`src/rtl/bcd2bin.sv`:
```
// bcd2bin: serial reverse double-dabble converter.
// Turns NDIGIT packed BCD digits into an NBIT binary value, one result bit per
// clock cycle, LSB first. The serial bits appear on ser_out/ser_valid, and the
// full result is latched on bin_out when done pulses.
module bcd2bin #(
    parameter int NDIGIT = 2,
    parameter int NBIT   = 7
) (
    input  logic                  clk,
    input  logic                  rst,
    input  logic                  start,
    input  logic [NDIGIT*4-1:0]   bcd_in,
    output logic                  busy,
    output logic                  done,
    output logic [NBIT-1:0]       bin_out,
    output logic                  err,
    output logic                  ovf,
    output logic                  ser_out,
    output logic                  ser_valid
);

    localparam int W  = NDIGIT * 4;
    localparam int CW = $clog2(NBIT + 1);
    localparam logic [CW-1:0] LAST = CW'(NBIT - 1);

    typedef enum logic {
        IDLE,
        SHIFT
    } state_t;

    state_t           state;
    logic [W-1:0]     work;      // remaining BCD value, halved each iteration
    logic [NBIT-1:0]  acc;       // binary bits collected so far, entering at the MSB
    logic [CW-1:0]    cnt;       // completed iterations

    logic [W+NBIT-1:0] cat;
    logic [W-1:0]      nxt_work;
    logic [NBIT-1:0]   nxt_acc;
    logic              bad_digit;

    // One iteration: shift {work,acc} right, then pull every digit >= 8 back by 3
    // so that each digit again holds a valid half of its decimal weight.
    always_comb begin
        // NOTE: every signal gets a value before any conditional update, so no latch is inferred.
        cat      = {work, acc} >> 1;
        nxt_acc  = cat[NBIT-1:0];
        nxt_work = cat[W+NBIT-1:NBIT];
        for (int i = 0; i < NDIGIT; i++) begin
            if (nxt_work[4*i +: 4] >= 4'd8)
                nxt_work[4*i +: 4] = nxt_work[4*i +: 4] - 4'd3;
        end
    end

    // Flag a request containing any non-decimal digit.
    always_comb begin
        bad_digit = 1'b0;
        for (int i = 0; i < NDIGIT; i++) begin
            if (bcd_in[4*i +: 4] > 4'd9)
                bad_digit = 1'b1;
        end
    end

    // Control FSM with registered outputs; the result registers change only
    // together with done.
    always_ff @(posedge clk or negedge rst) begin
        if (!rst) begin
            state     <= IDLE;
            work      <= '0;
            acc       <= '0;
            cnt       <= '0;
            busy      <= 1'b0;
            done      <= 1'b0;
            bin_out   <= '0;
            err       <= 1'b0;
            ovf       <= 1'b0;
            ser_out   <= 1'b0;
            ser_valid <= 1'b0;
        end else begin
            // NOTE: non-blocking assignments so every register samples pre-edge values.
            done      <= 1'b0;
            ser_valid <= 1'b0;
            case (state)
                IDLE: begin
                    if (start) begin
                        if (bad_digit) begin
                            err     <= 1'b1;
                            ovf     <= 1'b0;
                            bin_out <= '0;
                            done    <= 1'b1;
                        end else begin
                            work  <= bcd_in;
                            acc   <= '0;
                            cnt   <= '0;
                            busy  <= 1'b1;
                            state <= SHIFT;
                        end
                    end
                end
                SHIFT: begin
                    work      <= nxt_work;
                    acc       <= nxt_acc;
                    cnt       <= cnt + 1'b1;
                    ser_out   <= work[0];
                    ser_valid <= 1'b1;
                    if (cnt == LAST) begin
                        bin_out <= nxt_acc;
                        ovf     <= (nxt_work != '0);
                        err     <= 1'b0;
                        done    <= 1'b1;
                        busy    <= 1'b0;
                        state   <= IDLE;
                    end
                end
                default: state <= IDLE;
            endcase
        end
    end

endmodule

```
`config.mk`:
```
export PLATFORM = sky130hd
export DESIGN_NAME = bcd2bin
export DESIGN_NICKNAME = d
export VERILOG_FILES = /design/src/rtl/bcd2bin.sv
export SDC_FILE = /design/constraint.sdc
export NUM_CORES = 1
export LEC_CHECK = 0
export CAP_MARGIN = 5
export CORE_MARGIN = 8
export CORE_UTILIZATION = 28
export DETAILED_ROUTE_END_ITERATION = 6
export PLACE_DENSITY = 0.43
export SYNTH_ARGS = -nofsm -noshare
export SYNTH_HDL_FRONTEND = slang
export SYNTH_SLANG_ARGS = --single-unit
```
`constraint.sdc`:
```
create_clock -name clk -period 4.4 [get_ports clk]
set_clock_uncertainty 0.05 [all_clocks]
set_input_delay 0.44 -clock clk [delete_from_list [all_inputs] [get_ports clk]]
set_output_delay 0.44 -clock clk [all_outputs]
set_load 0.02 [all_outputs]
```
# Word-level counts from Yosys, hierarchy flattened
# Cells that the tools add are included.
[op_classes]
addsub = 3
n_lt_le_gt_ge = 4
n_eq_ne = 5
n_mux = 37
bitwise = 1
reduce_logical = 4
[ops]
columns = ["op", "count"]
rows = [
  ["7-bit 2-to-1 mux", 5],
  ["7-bit case mux with 2 select lines", 2],
  ["1-bit 2-to-1 mux", 17],
  ["8-bit 2-to-1 mux", 2],
  ["8-bit case mux with 2 select lines", 1],
  ["1-bit case mux with 2 select lines", 5],
  ["4-bit greater-than comparator (second input constant)", 2],
  ["4-bit 2-to-1 mux", 2],
  ["8-bit nonzero test", 1],
  ["3-bit 2-to-1 mux", 2],
  ["2-bit inequality test (second input constant)", 3],
  ["3-bit case mux with 2 select lines", 1],
  ["3-bit AND reduction", 2],
  ["3-bit by 4-bit >= comparator with 1-bit output (second input constant)", 1],
  ["4-bit >= comparator (second input constant)", 1],
  ["3-bit by 2-bit subtractor with 4-bit output (second input constant)", 1],
  ["4-bit by 2-bit subtractor with 4-bit output (second input constant)", 1],
  ["3-bit by 1-bit adder with 3-bit output (second input constant)", 1],
  ["3-bit == test (second input constant)", 1],
  ["2-bit by 1-bit inequality test with 1-bit output (second input constant)", 1],
  ["2-bit AND reduction", 1],
  ["1-bit inverter", 1],
]
[totals]
register_bits = 32
output_inout_bits = 13
wordCells = 65

# Longest topological paths before layout
[logic_depth]
depth_word = 6
ltp_mapped = 6
ltp_nobuf = 5

# Worst setup path before layout
# No wires, ideal clock.
[synth_timing]
path_kind = "register to register"
from = "register work[1]"
to = "register ovf"
arrival_ps = 1223
slack_ps = 2999
stages_incl_launch_ff = 6
path_buffers = 0
period_less_slack_ps = 1401
path_cell_list = "dfrtp_1 inv_1 ha_1 and4b_1 o2111ai_1 o2bb2ai_1"
[synth_via]
elab_chain_cells = 5
elab_cells_between_ends = 6
cone_classes = "add/sub (1); order compare (1); mux (3); reduce/logical (1)"
[synth_lines]
columns = ["item", "line", "text"]
rows = [
  ["from (decl)", "32", "logic [W-1:0] work;"],
  ["from (signal assigned)", "91", "work <= bcd_in;"],
  ["from (signal assigned)", "100", "work <= nxt_work;"],
  ["4-bit by 2-bit subtractor with 4-bit output or 4-bit >= comparator (tied branches)", "50, 49", ""],
  ["4-bit 2-to-1 mux (*)", "49", "if (nxt_work[4*i +: 4] >= 4'd8)"],
  ["8-bit nonzero test (*)", "107", "ovf <= (nxt_work != '0);"],
  ["1-bit 2-to-1 mux (*)", "105", "if (cnt == LAST) begin"],
  ["1-bit case mux with 2 select lines (*)", "82", "case (state)"],
  ["to (signal assigned)", "107", ""],
  ["to (decl)", "17", "output logic ovf,"],
]
# Mark *: on every way between the ends. The rest lies on a longest branch, timed or not. The select of a mux whose other input is x is not followed.
# A chain may end at the register's enable or synchronous reset.

# Final worst setup path
[layout_timing]
from = "register state"
to = "register busy"
[layout_via]
elab_chain_cells = 3
elab_cells_between_ends = 6
cone_classes = "eq/ne (3); mux (1); bitwise (1); reduce/logical (1)"
[layout_lines]
columns = ["item", "line", "text"]
rows = [
  ["from (decl)", "31", "state_t state;"],
  ["from (signal assigned)", "67", "state <= IDLE;"],
  ["from (signal assigned)", "95", "state <= SHIFT;"],
  ["from (signal assigned)", "111", "state <= IDLE;"],
  ["1-bit inverter", "--", ""],
  ["2-bit inequality test (no source line)", "--", ""],
  ["3-bit AND reduction (no source line)", "--", ""],
  ["to (signal assigned)", "71", "busy <= 1'b0;"],
  ["to (signal assigned)", "94", "busy <= 1'b1;"],
  ["to (signal assigned)", "110", "busy <= 1'b0;"],
  ["to (decl)", "13", "output logic busy,"],
]
# Several ways; a longest one is shown, not always the timed one.

==> run metrics <==
most frequent cell after synthesis=dfrtp_1; top cell type's share of synthesized area=52.86%; simple-gate share of the synthesized area=11.76%; FF-to-FF path depth=2; I/O Pins=24; Worst R2R Setup Slack=2250 ps; Resize count post-CTS=0; Static Leak=0.7877 nW; CP Max Fanout=34; gp weighted congestion=0.7089; first drt pass iteration count=4; Synthesis Warnings=0; Die ar.=7815 um^2; Final Net Count=175; DRC=0; setup repair after global routing missed its margin=false; mux cell area share after synthesis=2.302%; Max Fclk=0.4657 GHz; Worst-path clk slew=70 ps; chip height=88.40 um; Data required, critical path=4520 ps; crit path DAT=2260 ps; total core area=5075 um^2; worst hold path class=reg -> reg; Worst-Skew Late Latency=280 ps; final slew viol count=0; Iter 0 DRT Violations=77; gr usage total=9.406%; number of synthesized register bits=31; leading area contributor after synthesis=dfrtp_1; initial antenna violation count=0; max incr delay on CP=1010 ps; area occupied by multi-input gates=615.6 um^2; Net Count, Synth=151; Worst Hold Slack=425.2 ps; Seq. cell area=775.7 um^2; Wirelength per Cell=14.85 um; initial core utilization=28.92%; # clock sinks=31; Slew @ Worst Pin=1017 ps; hpwl dp=2409 um; Synth cell types=38; first-pass GRT wire length=5575 um; largest net degree at the start of global routing=35; post-layout total power=0.001253 W; buffers and inverters on the worst path=0; # setup viols final=0; grt total ovfl=0; die width=88.40 um; outcome=finished, final reports clean; Tmin final=2147 ps; critical path's top delay family=flip-flops; EDFF count, synth=0; post-synthesis xor/xnor area fraction=1.194%; WL final=3430 um; cts bufs inserted=5; Power Density=681.3 nW/um^2; crit end category=register; Mapped Area=1468 um^2; row count=26; synth cell count leaders=dfrtp_1, nand2_1, inv_1; via count=1115; Stages on worst setup path=2; Max-slew headroom=32.17%; TritonCTS clock tree=done; CTS root buf=clkbuf_8; largest family of logic cells by synthesized area=compound AO/OA/AOI/OAI gates; CTS Buffer Depth=2; post-synthesis compound-gate area fraction=23.27%; ys flop type=dfrtp_1; ys async rst share=100.0%; startpoint type of the worst setup path=register; area grow syn2layout=25.32%; setup bufs post-CTS=0; ranking of synthesized cells by area=dfrtp_1, a22o_1, nand2_1, ha_1, inv_1; max cap viols=0; Peak supply drop=0.2377 mV; ANT nets after route=0; Vias/cell=4.827; Filler Cells Inserted=547; critical path class=reg -> reg; final hold violation count=0; Synth Area per Inst=10.79 um^2; fraction of layout cells with a size suffix above 1=9.938%; WHS Path Cells=1; period utilization=48.80%; hold buffers post-CTS=0; CTS H-tree depth=2; register area share after synthesis=52.86%; Diodes inserted=0; Syn Inst Count=136; Critical-path top delay cell=dfrtp_1; CP Cell Sequence=nand3_1, a22o_1; synthesized-area fraction occupied by adder cells=3.410%; Buffers on Ports=23; setup TNS=0 ps; number of global-route vias before repair=1121
cell usage in the layout (no fill, tap or decap), drive strengths merged, types with 2 or more instances in the layout:
master	count
dfrtp	31
clkdlybuf4s50	23
nand2	16
inv	11
a22o	9
o21ai	9
nor2	8
clkbuf	7
ha	4
a21oi	4
o2bb2ai	3
a21o	3
mux2	3
a222oi	3
nand2b	2
or2	2
nor3b	2
o2111ai	2
a311oi	2
a31oi	2
power breakdown:
part / switching (W) / internal, W
Clock: 0.000103 / 0.000111
Sequential: 0.000132 / 0.000407
Combinational: 0.000237 / 0.000263
per-stage QoR:
| step | instances | utilization (%) | setup slack (ps) | cell area (um^2) |
|---|---|---|---|---|
| after CTS | 231 | 36.24 | 2201 | 1839 |
| after global routing | 231 | 36.24 | 2001 | 1839 |
| after floorplan | 136 | - | 2999 | 1468 |
| final | 231 | 36.24 | 2253 | 1839 |
| after detailed placement | 223 | 34.64 | 2192 | 1758 |
| after global placement | 223 | 34.64 | 2247 | 1758 |
worst reg2reg max path, cell delays in order, from the launching register on:
cell,delay (ps)
dfrtp_1,1010
nand3_1,590
a22o_1,390
sequential cells by signal (all words and copies together), names as in the netlist, 3 cells and up:
register and cells:
work 8, bin_out 7, acc 6, cnt 3
per-layer routing:
metal	wire [um]	global-route usage, %	up-vias
met5	0	0	-
met4	37	3.226	0
met3	189	3.528	5
met2	1505	13.85	24
met1	1698	12.24	552
li1	-	-	534
worst paths after layout:
| path | start | end |
|---|---|---|
| max reg2reg | state | busy |
| max in group asynchronous | rst | state |
| min | err | err |
| max | state | busy |
| min in group asynchronous | rst | work[2] |
| min reg2reg | err | err |
cell type report:
type                            count  share of cell area, %
Tap cell                           70                  4.762
Clock buffer                        7                  4.150
Multi-Input combinational cell     87                  33.47
Clock inverter                      1                 0.2721
Timing Repair Buffer               24                  12.93
Inverter                           11                  2.245
Sequential cell                    31                  42.18
cell families after synthesis:
family          count (synthesis)
fa+ha+maj                       4
mux                             3
buf+inv                        18
compound gates                 42
simple gates                   36
xor+xnor                        2
flops                          31
(Power assumes the default switching activity.)
